File: src/rtl/edf_label_tagger.sv
// EDF label tagger: stamps each descriptor with an absolute deadline (now + per-flow deadline) and
// spaces heap pushes to leave room for sift. Optional clamp of labels under `LABEL_SATURATE_EN.
module edf_label_tagger #(
    parameter int                     ADDR_WIDTH       = 9,
    parameter int                     DATA_WIDTH       = 16,
    parameter int                     LABEL_WIDTH      = 8,
    parameter int                     FLOW_WIDTH       = 2,
    parameter logic [LABEL_WIDTH-1:0] DEFAULT_DEADLINE = LABEL_WIDTH'(16),
    parameter int                     SIFT_GAP         = ADDR_WIDTH + 2
) (
    input  logic                              clk,
    input  logic                              rst,
    input  logic                              in_valid,
    output logic                              in_ready,
    input  logic [FLOW_WIDTH-1:0]             in_flow,
    input  logic [DATA_WIDTH-LABEL_WIDTH-1:0] in_payload,
    input  logic                              tick,
    input  logic                              cfg_we,
    input  logic [FLOW_WIDTH-1:0]             cfg_flow,
    input  logic [LABEL_WIDTH-1:0]            cfg_deadline,
    input  logic                              heap_re,
    output logic                              heap_we,
    output logic [DATA_WIDTH-1:0]             heap_din,
    output logic [LABEL_WIDTH-1:0]            now,
    output logic [ADDR_WIDTH:0]               occupancy,
    output logic                              full,
    output logic                              err_underflow
);

    localparam int GAP_WIDTH = $clog2(SIFT_GAP + 1);
    localparam int FLOWS     = 2 ** FLOW_WIDTH;
    localparam logic [ADDR_WIDTH:0] OCC_MAX = {1'b0, {ADDR_WIDTH{1'b1}}};

    typedef enum logic {IDLE, PEND} state_t;

    state_t                  state_q;
    logic [LABEL_WIDTH-1:0]  now_q;
    logic [GAP_WIDTH-1:0]    gap_q, gap_d;
    logic [ADDR_WIDTH:0]     occ_q;
    logic [DATA_WIDTH-1:0]   din_q;
    logic                    err_q;
    logic [LABEL_WIDTH-1:0]  table_q [FLOWS];
    logic [LABEL_WIDTH-1:0]  deadline;
    logic [LABEL_WIDTH-1:0]  label_d;
    logic                    accept;
    logic                    push;

    assign deadline = table_q[in_flow];

`ifdef LABEL_SATURATE_EN
    // All-ones stays reserved as the heap's empty marker, so clamp one below it.
    localparam logic [LABEL_WIDTH:0] LABEL_CAP = (LABEL_WIDTH+1)'(2 ** LABEL_WIDTH - 2);
    logic [LABEL_WIDTH:0] label_sum;
    assign label_sum = {1'b0, now_q} + {1'b0, deadline};
    assign label_d   = (label_sum > LABEL_CAP) ? LABEL_CAP[LABEL_WIDTH-1:0]
                                               : label_sum[LABEL_WIDTH-1:0];
`else
    assign label_d = now_q + deadline;
`endif

    assign full     = (occ_q == OCC_MAX);
    assign in_ready = (state_q == IDLE) && !full && !heap_re;
    assign accept   = in_valid && in_ready;
    // A pop owns the heap for its cycle; the push waits rather than using the replace path.
    assign push     = (state_q == PEND) && (gap_q == '0) && !heap_re;

    assign heap_we       = push;
    assign heap_din      = din_q;
    assign now           = now_q;
    assign occupancy     = occ_q;
    assign err_underflow = err_q;

    always_comb begin
        gap_d = gap_q;
        if (push || heap_re) begin
            gap_d = GAP_WIDTH'(SIFT_GAP);
        end else if (gap_q != '0) begin
            gap_d = gap_q - GAP_WIDTH'(1);
        end
    end

    always_ff @(posedge clk or negedge rst) begin
        if (!rst) begin
            state_q <= IDLE;
            now_q   <= '0;
            gap_q   <= '0;
            occ_q   <= '0;
            din_q   <= '0;
            err_q   <= 1'b0;
            for (int i = 0; i < FLOWS; i++) begin
                table_q[i] <= DEFAULT_DEADLINE;
            end
        end else begin
            gap_q <= gap_d;
            if (tick) begin
                now_q <= now_q + LABEL_WIDTH'(1);
            end
            if (cfg_we) begin
                table_q[cfg_flow] <= cfg_deadline;
            end
            case (state_q)
                IDLE: begin
                    if (accept) begin
                        state_q <= PEND;
                        din_q   <= {label_d, in_payload};
                    end
                end
                PEND: begin
                    if (push) begin
                        state_q <= IDLE;
                    end
                end
                default: state_q <= IDLE;
            endcase
            if (push) begin
                occ_q <= occ_q + (ADDR_WIDTH+1)'(1);
            end else if (heap_re) begin
                if (occ_q != '0) begin
                    occ_q <= occ_q - (ADDR_WIDTH+1)'(1);
                end else begin
                    err_q <= 1'b1;
                end
            end
        end
    end

endmodule
File: config.mk
export PLATFORM = sky130hd
export DESIGN_NAME = edf_label_tagger
export DESIGN_NICKNAME = d
export VERILOG_FILES = /design/src/rtl/edf_label_tagger.sv
export SDC_FILE = /design/constraint.sdc
export NUM_CORES = 1
export LEC_CHECK = 0
export CAP_MARGIN = 40
export CORE_UTILIZATION = 50
export CTS_BUF_LIST = sky130_fd_sc_hd__clkbuf_8
export DETAILED_ROUTE_END_ITERATION = 7
export GPL_TIMING_DRIVEN = 0
export PLACE_DENSITY = 0.76
export SLEW_MARGIN = 20
export SYNTH_ARGS = -nofsm -noshare
export SYNTH_HDL_FRONTEND = slang
export SYNTH_SLANG_ARGS = --single-unit
File: constraint.sdc
create_clock -name clk -period 6.9 [get_ports clk]
set_input_delay 1.035 -clock clk [delete_from_list [all_inputs] [get_ports clk]]
set_output_delay 1.035 -clock clk [all_outputs]
set_load 0.01 [all_outputs]
# Word level (Yosys, flattened, before mapping)
# Index checks and enable logic that the tools add are counted.
# W data, S select, Z words.
# classes
shift	0
n_mul	0
div_mod_pow	0
bitwise	5
muxes	14
n_reduce_logical	18
add_sub_neg	5
order_cmp	3
eq_ne	1
# op_table
op	count
$bwmux W32	1
$mux W10	3
$mux W8	3
$bmux W8 S2	1
$demux W8 S2	1
$add A10 B1 Y10 const B	1
$eq A10 B9 Y1 const B	1
$reduce_bool A10 Y1	1
$sub A10 B1 Y10 const B	1
$add A8 B1 Y8 const B	1
$add A8 B8 Y8	1
$mux W4	2
$ge A3 B3 Y1 const B	2
$logic_and A1 B1 Y1	6
$not A2 Y3	2
$reduce_bool A2 Y1	3
$logic_not A4 Y1	1
$reduce_and A2 Y1	2
$reduce_bool A4 Y1	1
$sub A4 B1 Y4 const B	1
$lt A3 B1 Y1 const B	1
$not A1 Y1	3
$reduce_and A3 Y1	1
$logic_not A1 Y1	2
3 further kinds	4
# word_totals
in_bits	26
ram_bits	0
reg_bits	72
n_memories	0
rom_bits	0
latch_bits	0
wordCells	56
output_inout_bits	38

# Longest topological paths before layout
# Gate-level depths: netlist of run 1.
# logic_depth
depth_word	7
depth_mapped	12
ltp_nobuf	12

# Worst setup path before layout of run 1
# OpenSTA, ideal clock, no wires.
# synth_path
path_kind	input port to flip-flop
startpoint	input port heap_re
endpoint	register occ_q[9] (netlist: occupancy[9])
arrival_time_ps	2961
setup_ps	79
n_path_buf	0
t_required_ps	6821
slack_ps	3860
stages	8
cell_sequence	or2_1 > ha_1 > a21oi_2 > o22ai_1 > a311o_1 > a31oi_1 > mux2i_1 > xor2_1
# synth_via
elab_chain_cells	4
word_cells_on_any_way	6
classes_between	1 x mux; 5 x reduce/logical
# synth_rtl
element	line_no	source
start: declaration	21	input logic heap_re,
$logic_not A1 Y1	65	assign push = (state_q == PEND) && (gap_q == '0) && !heap_re;
$logic_and A1 B1 Y1	65	
$reduce_bool A2 Y1 (no source line)	n/a	
$reduce_and A2 Y1 (no source line)	n/a	
end signal: assignment	116	occ_q <= occ_q + (ADDR_WIDTH+1)'(1);
end signal: assignment	119	occ_q <= occ_q - (ADDR_WIDTH+1)'(1);
end: declaration	39	logic [ADDR_WIDTH:0] occ_q;
# Parallel ways exist; a longest one is shown, timed or not.
# A chain may end at the register's enable or synchronous reset.

# Final worst setup path of run 1
# layout_path
startpoint	input port heap_re
endpoint	output port heap_we
# layout_via
elab_chain_cells	2
# layout_rtl
element	line_no	source
$logic_not A1 Y1	65	
$logic_and A1 B1 Y1	65	
end: declaration	22	output logic heap_we,
# No other way between the ends.

==> results.toml, run 1 <==
[worst_hold_path]
min_path_type = "register to register"
min_from = "err_underflow"

[setup_path]
cp-endpoint = "heap_we"
criticalPathCategory = "input port to output pin"
critical_path_required_ns = 5.86
crit_start = "heap_re"
rr_startpoint = "gap_q[0]"
end_kind = "output pin"
worstReg2RegEnd = "occupancy[9]"
worstPathMaxFanout = 12
worstPathArrival_ns = 2.66
reg2reg_slack_ns = 3.56
startpoint_type = "input port"
ff2ff_path_depth = 12

[logic_synthesis]
synth_nets = 337
synth.distinct_cells = 44
yosys_warnings = 0
synth.area.top_cells = "dfrtp_1 (47%), mux2_2 (7.5%), ha_1 (6.3%)"
netlist_instances = 291
netlist_area_um2 = 3603
yosysMostFrequentCell = "dfrtp_1"
synthFlopType = "dfrtp_1"
synth_seq_cells = 72
synth_common_cells = "dfrtp_1 (68), nand2_1 (30), mux2_2 (24)"
ys_seq_area_frac = 0.5014
syn_area_per_cell_um2 = 12.38
yosys.area.top_type = "dfrtp_1"
synthArstFlopShare = 1.000
synth-edff-count = 0
yosys.area.top_type_share = 0.4722

[placement]
placedCellCount = 449
dp_hpwl_mm = 5.098
gp_congestion = 0.7301
port-buffer-count = 61
place_area_um2 = 4352

[clocking]
cts-resized-gates = 0
cts_buffers = 9
clkTransAtPathRegs_ns = 0.08
cts.htree.levels = 3
clkSinkCount = 72
cts.repair_timing.setup_buffer_count = 0
root_buffer = "clkbuf_8"
cts_tree = "yes"
clock_latency_ns = 0.35
clockBufferDepth = 2
cts_hold_buf = 0

[floorplanning]
die_h_um = 86.90
die_w_um = 86.90
design.core.area_um2 = 6869
rows = 30
io_pins = 64
initial_core_util = 0.5246
die-area_um2 = 7551

[routing]
drc = 0
wl_mm = 7.032
wl_per_cell_um = 15.12
via_count = 2471
drt_iter0_drc = 90
avgViaCountPerCell = 5.314
first_pass_iters = 4
antenna_left = 0

[sta]
fin_crit_ns = 3.693
fin_crit_sh = 0.5352
setup_viol = 0
max_slew.worst_pin.slew_ns = 0.6869
slew_viol_final = 0
hold_ws_ns = 0.4780
max_slew_margin = 0.5401
setup_tns_ns = 0
rsz0062_at_grt = "no"
max_freq_mhz = 270.8
hold_viol = 0
skew_ns = 0.01489

[power]
p_leak_nw = 1.963
p_per_area_nw_per_um2 = 395.7
max-vdd-ir-drop_mv = 0.2003

[global_routing]
grt_pass1_vias = 2433
overflow = 0
track_usage = 0.2063
grt_pass1_wl_mm = 11.76
antenna_found_initial = 0
grt_max_degree = 38

[layout]
postLayoutCoreUtil = 0.6623
syn2layout_area_growth_pct = 26.25
drive_above_1_share = 0.1734
final_nets = 410
antenna-diode-count = 0
final_area_um2 = 4549
final-instance-count-excl-fill = 465

[flow_run]
max-cap-violations = 0

[status]
outcome = "complete, no violations"
## worst min path at each step
| stage | cells past startpoint | slack [ns] | endpoint |
|---|---|---|---|
| 4_1_cts | 1 | 0.48 | err_underflow |
| 3_3_place_gp | 1 | 0.45 | err_underflow |
| 5_1_grt | 1 | 0.50 | heap_din[6] |
| 3_5_place_dp | 1 | 0.46 | err_underflow |
| 6_report | 1 | 0.48 | err_underflow |
| 2_1_floorplan | 1 | 0.45 | table_q[24] |
## per-stage QoR
stage | worst slack, ns | power [mW]
floorplan | 3.860 | 1.147
global placement | 2.331 | 1.441
detailed placement | 3.054 | 1.470
CTS | 3.187 | 1.813
global route | 3.078 | 1.932
finish | 3.207 | 1.800
## registers in the layout, summed over array words and instances (netlist names)
signal,flops
state_q,1
heap_din,16
now,8
gap_q,4
err_underflow,1
table_q,32
occupancy,10
## metal layers
layer | track usage | up-vias | wire, µm
met5 | 0 | - | 0
met4 | 0.06970 | 0 | 93
met3 | 0.05403 | 12 | 357
met2 | 0.3300 | 73 | 3375
met1 | 0.2739 | 1201 | 3206
li1 | - | 1185 | -
## power by group
part | internal (mW) | switching [mW] | total (mW)
Clock | 0.175 | 0.158 | 0.333
Sequential | 0.562 | 0.121 | 0.683
Combinational | 0.439 | 0.345 | 0.784
## worst max-delay path, cell delays in order
cell and delay, ns:
clkdlybuf4s50_1 0.51, or2_1 0.47, inv_1 0.11, clkdlybuf4s50_1 0.54
## cell families (layout without fill, tap and decap cells)
family	after synthesis	count (layout)	synth area share
AOI/OAI and AO/OA	42	42	0.07153
DFF	72	72	0.5014
muxes	52	52	0.1868
and+or+nand+nor	67	67	0.09375
adders and majority gates	20	20	0.07361
xor gates and xnor gates	22	22	0.05347
buffers and inverters	16	94	0.01944
## placed cells by master, fill, tap and decap left out, drive strengths merged, types with 4 or more instances in the layout
master,instances
xor2,8
inv,12
ha,18
o21ai,17
clkbuf,11
nand2,31
nand3,4
clkdlybuf4s50,60
nor3,4
buf,6
xnor2,14
mux2,42
dfrtp,68
a21oi,9
dfstp,4
nor2,10
a21o,5
mux4,8
## final cells by class
type | instances | area [µm²]
inverters | 11 | 41.29
multi-input cells | 203 | 1727
flip-flops and latches | 72 | 1807
repair buffers | 62 | 628.1
plain buffers | 5 | 28.78
fillers | 511 | 2320
clock buffers | 10 | 137.6
clock inverters | 6 | 60.06
well taps | 96 | 120.1
Power figures use the tool's default switching activity.
==> inputs of run 2 (changes only) <==
Settings changed: CORE_UTILIZATION 50 to 49, PLACE_DENSITY 0.76 to 0.78.
Clock period 6.9 ns to 3.2 ns, I/O delays scaled along.
==> run 2 against run 1 <==
Net effect: clock-buffer cell count down 1; sequential share of layout area is 0.37 points lower; register-to-register slack got worse by 3.4 ns; core utilization shrank 0.10 points; sequential power is 120% higher; first-iteration DRC count is 26% lower; via count down 1.7%; clock skew down 0.00081 ns; hold slack lost 0.40 ns.
==> results.toml, run 2 (synthesis gave the netlist of run 1 again) <==
[status]
outcome = "complete, no violations"

[floorplanning]
die-area_um2 = 7701
rows = 30
die_w_um = 87.76
initial_core_util = 0.5189
die_h_um = 87.76
design.core.area_um2 = 6944
io_pins = 64

[placement]
gp_congestion = 0.7915
port-buffer-count = 61
place_area_um2 = 4352
dp_hpwl_mm = 5.096
dp_worst_setup_slack_ns = -0.1612

[global_routing]
grt_pass1_wl_mm = 11.59
overflow = 0
grt_max_degree = 38
grt_pass1_vias = 2465
track_usage = 0.1998
antenna_found_initial = 0

[clocking]
cts_buffers = 9
cts.htree.levels = 3
cts_tree = "yes"
clkTransAtPathRegs_ns = 0.08
root_buffer = "clkbuf_8"
clkSinkCount = 72
clock_latency_ns = 0.35
clockBufferDepth = 2

[layout]
antenna-diode-count = 0
final_nets = 412
postLayoutCoreUtil = 0.6613
fillers = 536
drive_above_1_share = 0.1914
syn2layout_area_growth_pct = 27.43
largest-register = "table_q"
largest_reg_flops = 32
final_area_um2 = 4592
final_cell_mix = "dfrtp_1 (68), clkdlybuf4s50_1 (60), nand2_1 (30)"
final_common_cell = "dfrtp_1"

[setup_path]
max_stage_delay_ns = 0.38
crit_slowest_cell = "dfrtp_1"
cp_top_family = "compound AO/OA/AOI/OAI gates"
crit_start = "gap_q[0]"
ff2ff_path_depth = 12
worstPathArrival_ns = 3.30
critical_path_required_ns = 3.47
worstReg2RegEnd = "occupancy[9]"
criticalPathCategory = "register to register"
reg2reg_slack_ns = 0.18
critPathBufInv = 1
end_kind = "register"
rr_startpoint = "gap_q[0]"
worstPathCellList = "inv_1 -> ha_2 -> nor3b_4 -> nand2_1 -> or2_4 -> ha_1 -> a21oi_2 -> o22ai_1 -> a311o_1 -> a31oi_2 -> mux2i_1 -> xor2_1"
worstPathMaxFanout = 12
startpoint_type = "register"

[flow_run]
max-cap-violations = 0

[sta]
hold_viol = 0
fin_crit_sh = 0.9443
max_slew.worst_pin.slew_ns = 0.6837
max_freq_mhz = 330.9
slew_viol_final = 0
post-route-worst-setup-slack_ns = 0.1781
max_slew_margin = 0.5422
hold_ws_ns = 0.07672
setup_viol = 0
fin_crit_ns = 3.022
skew_ns = 0.01408
rsz0062_at_grt = "no"

[routing]
drc = 0
drt_iter0_drc = 67
wl_per_cell_um = 14.83
via_count = 2430
avgViaCountPerCell = 5.203
wl_mm = 6.925
antenna_left = 0
first_pass_iters = 4

[power]
p_leak_nw = 1.976
power.total_mw = 3.882
max-vdd-ir-drop_mv = 0.3317
p_per_area_nw_per_um2 = 845.4

[worst_hold_path]
min_path_type = "input port to asynchronous set/reset pin"
run 2: cell types whose count changed in the layout (fill, tap and decap cells not counted), sizes merged:
cell / before / now
clkbuf: 11 / 10
clkinvlp: 1 / 0
clkinv: 3 / 5
buf: 6 / 8
run 2: timing repair:
item | in CTS | in global routing
buffers inserted | 0 | 2
hold buffers | 0 | 0
pin swaps | 0 | 1
setup endpoints to repair | 1 | 1
resized for setup | 2 | 3
run 2: final cells by class:
class / instances / area (µm²) / area share
inverter: 11 / 41.29 / 0.008992
sequential: 72 / 1807 / 0.3935
clock buffer: 9 / 123.9 / 0.02698
clock inverter: 7 / 71.32 / 0.01553
timing repair buffer: 64 / 643.1 / 0.1401
tap: 96 / 120.1 / 0.02616
multi-input combinational: 203 / 1757 / 0.3826
buffer: 5 / 28.78 / 0.006267
run 2: worst max path at each step:
| stage | end | cells past startpoint |
|---|---|---|
| global placement | occupancy[3] | 1 |
| floorplan | occupancy[9] | 12 |
| finish | occupancy[9] | 12 |
| detailed placement | occupancy[9] | 12 |
| global route | occupancy[9] | 12 |
| CTS | occupancy[9] | 12 |
run 2: power by group:
part	leakage (nW)	internal (mW)	switching [mW]
registers	0.857	1.21	0.262
clock network	0.103	0.361	0.348
logic	1.02	0.960	0.738
run 2: stage by stage:
stage                     setup TNS, ns  instances
after floorplan                       0        291
after global placement           -51.27        448
after detailed placement        -0.1612        449
after CTS                             0        465
after global routing                  0        467
final                                 0        467
run 2: routing by layer:
| metal | vias to the layer above | GRT usage | part of all wire |
|---|---|---|---|
| met3 | 8 | 0.04807 | 0.044 |
| met4 | 0 | 0.07004 | 0.013 |
| met1 | 1177 | 0.2629 | 0.47 |
| li1 | 1188 | - | - |
| met2 | 57 | 0.3242 | 0.47 |
| met5 | - | 0 | 0 |
==> inputs of run 3 (changes only) <==
Settings changed: REMOVE_ABC_BUFFERS set to 1, TNS_END_PERCENT set to 5.
==> run 3 against run 2 <==
Net effect: core utilization rose by 0.43 points; clock skew fell by 0.0062 ns; register-to-register slack gained 0.02 ns; hold slack got worse by 0.018 ns; clock power up 10%; power increased by 2.7%; critical path type unchanged.
==> results.toml, run 3 (synthesis gave the netlist of run 1 again) <==
[sta]
hold_ws_ns = 0.05871
setup_viol = 0
setup_tns_ns = 0
max_slew_margin = 0.5459
max_slew.worst_pin.slew_ns = 0.6782
slew_viol_final = 0
rsz0062_at_grt = "no"
fin_crit_ns = 3.006
max_freq_mhz = 332.7
skew_ns = 0.007893
hold_viol = 0
fin_crit_sh = 0.9394

[global_routing]
overflow = 0
antenna_found_initial = 0
grt_pass1_wl_mm = 11.57
use_met2 = 0.3277
busiest_layer = "met2"
use_met3 = 0.03393
grt_pass1_vias = 2496
grt_use_met1 = 0.2590
grt_max_degree = 46
track_usage = 0.2000

[routing]
drt_iter0_drc = 71
antenna_left = 0
drc = 0
via_count = 2480
avgViaCountPerCell = 5.322
wl_mm = 7.185
wl_per_cell_um = 15.42
first_pass_iters = 4

[clocking]
clkTransAtPathRegs_ns = 0.08
clockBufferDepth = 2
cts_buffers = 9
cts_hold_buf = 0
clkSinkCount = 72
cts.htree.levels = 3
cts_tree = "yes"
root_buffer = "clkbuf_8"
clock_latency_ns = 0.34

[layout]
drive_above_1_share = 0.1838
final_area_um2 = 4622
final_cell_mix = "dfrtp_1 (68), clkdlybuf4s50_1 (61), nand2_1 (30)"
syn2layout_area_growth_pct = 28.26
largest-register = "table_q"
postLayoutCoreUtil = 0.6656
final-instance-count-excl-fill = 466
antenna-diode-count = 0
largest_reg_flops = 32
final_nets = 411
final_common_cell = "dfrtp_1"

[floorplanning]
die-area_um2 = 7701
rows = 30
design.core.area_um2 = 6944
io_pins = 64
die_h_um = 87.76
initial_core_util = 0.5189
die_w_um = 87.76

[status]
outcome = "complete, no violations"

[placement]
port-buffer-count = 63
gp_congestion = 0.7547
dp_hpwl_mm = 5.139
placedCellCount = 446
place_area_um2 = 4350

[power]
p_per_area_nw_per_um2 = 862.8
seq_power_share = 0.370
p_leak_nw = 1.985
p_clk_frac = 0.196
p_sw_frac = 0.3454
max-vdd-ir-drop_mv = 0.2896
power.switching_mw = 1.377
p_int_mw = 2.610
pwr-share-comb = 0.434

[setup_path]
startpoint_type = "register"
criticalPathCategory = "register to register"
worstPathMaxFanout = 10
ff2ff_path_depth = 12
worstPathArrival_ns = 3.26
end_kind = "register"
critical_path_required_ns = 3.46

[flow_run]
max-cap-violations = 0

[worst_hold_path]
min_path_type = "input port to asynchronous set/reset pin"
run 3: path summary, 6_finish.rpt:
check	from	slack, ns	endpoint
setup reg to reg	gap_q[0]	0.19	occupancy[9]
hold / removal	rst	0.06	heap_din[15]
max in group asynchronous	rst	2.54	table_q[12]
setup / recovery	gap_q[0]	0.19	occupancy[9]
min in group clk	err_underflow	0.48	err_underflow
hold reg to reg	err_underflow	0.48	err_underflow
run 3: area by class of cell:
cell class	count	area (µm²)
Fill cell	517	2322
Sequential cell	72	1807
Multi-Input combinational cell	203	1750
Timing Repair Buffer	68	684.4
Clock buffer	9	123.9
Tap cell	96	120.1
Clock inverter	7	95.09
Inverter	11	41.29
run 3: what timing repair did:
item	4_1_cts	5_1_grt
resized for setup	3	3
pin swaps	0	2
buffers inserted	1	3
endpoints found under the setup margin	2	1
run 3: layer usage:
layer / part of all wire / wire length [µm] / vias to the layer above
li1: - / - / 1189
met1: 0.44 / 3135 / 1212
met2: 0.50 / 3596 / 62
met3: 0.043 / 308 / 17
met4: 0.020 / 144 / 0
met5: 0 / 0 / -
run 3: critical path, cell delays in order, from the launching register on:
cell and delay [ns]:
dfrtp_1 0.38, inv_1 0.11, ha_2 0.21, nor3b_4 0.21, nand2_1 0.07, or2_4 0.31
ha_1 0.38, a21oi_1 0.20, nor2b_1 0.09, a311o_1 0.37, a31oi_1 0.18, mux2i_1 0.23
xor2_1 0.17
run 3: power by group through the flow:
stage / logic (mW) / registers (mW) / clock network (mW)
after global routing: 1.91 / 1.52 / 0.833
after global placement: 1.63 / 1.48 / 0
after floorplan: 0.932 / 1.53 / 0
after CTS: 1.73 / 1.47 / 0.797
final: 1.73 / 1.47 / 0.782
after detailed placement: 1.70 / 1.49 / 0
run 3: stage by stage:
stage	setup WS, ns	power, mW
global placement	-0.7210	3.110
finish	0.1940	3.988
detailed placement	-0.2435	3.192
floorplan	0.2197	2.466
global route	0.02705	4.264
CTS	0.006906	3.998
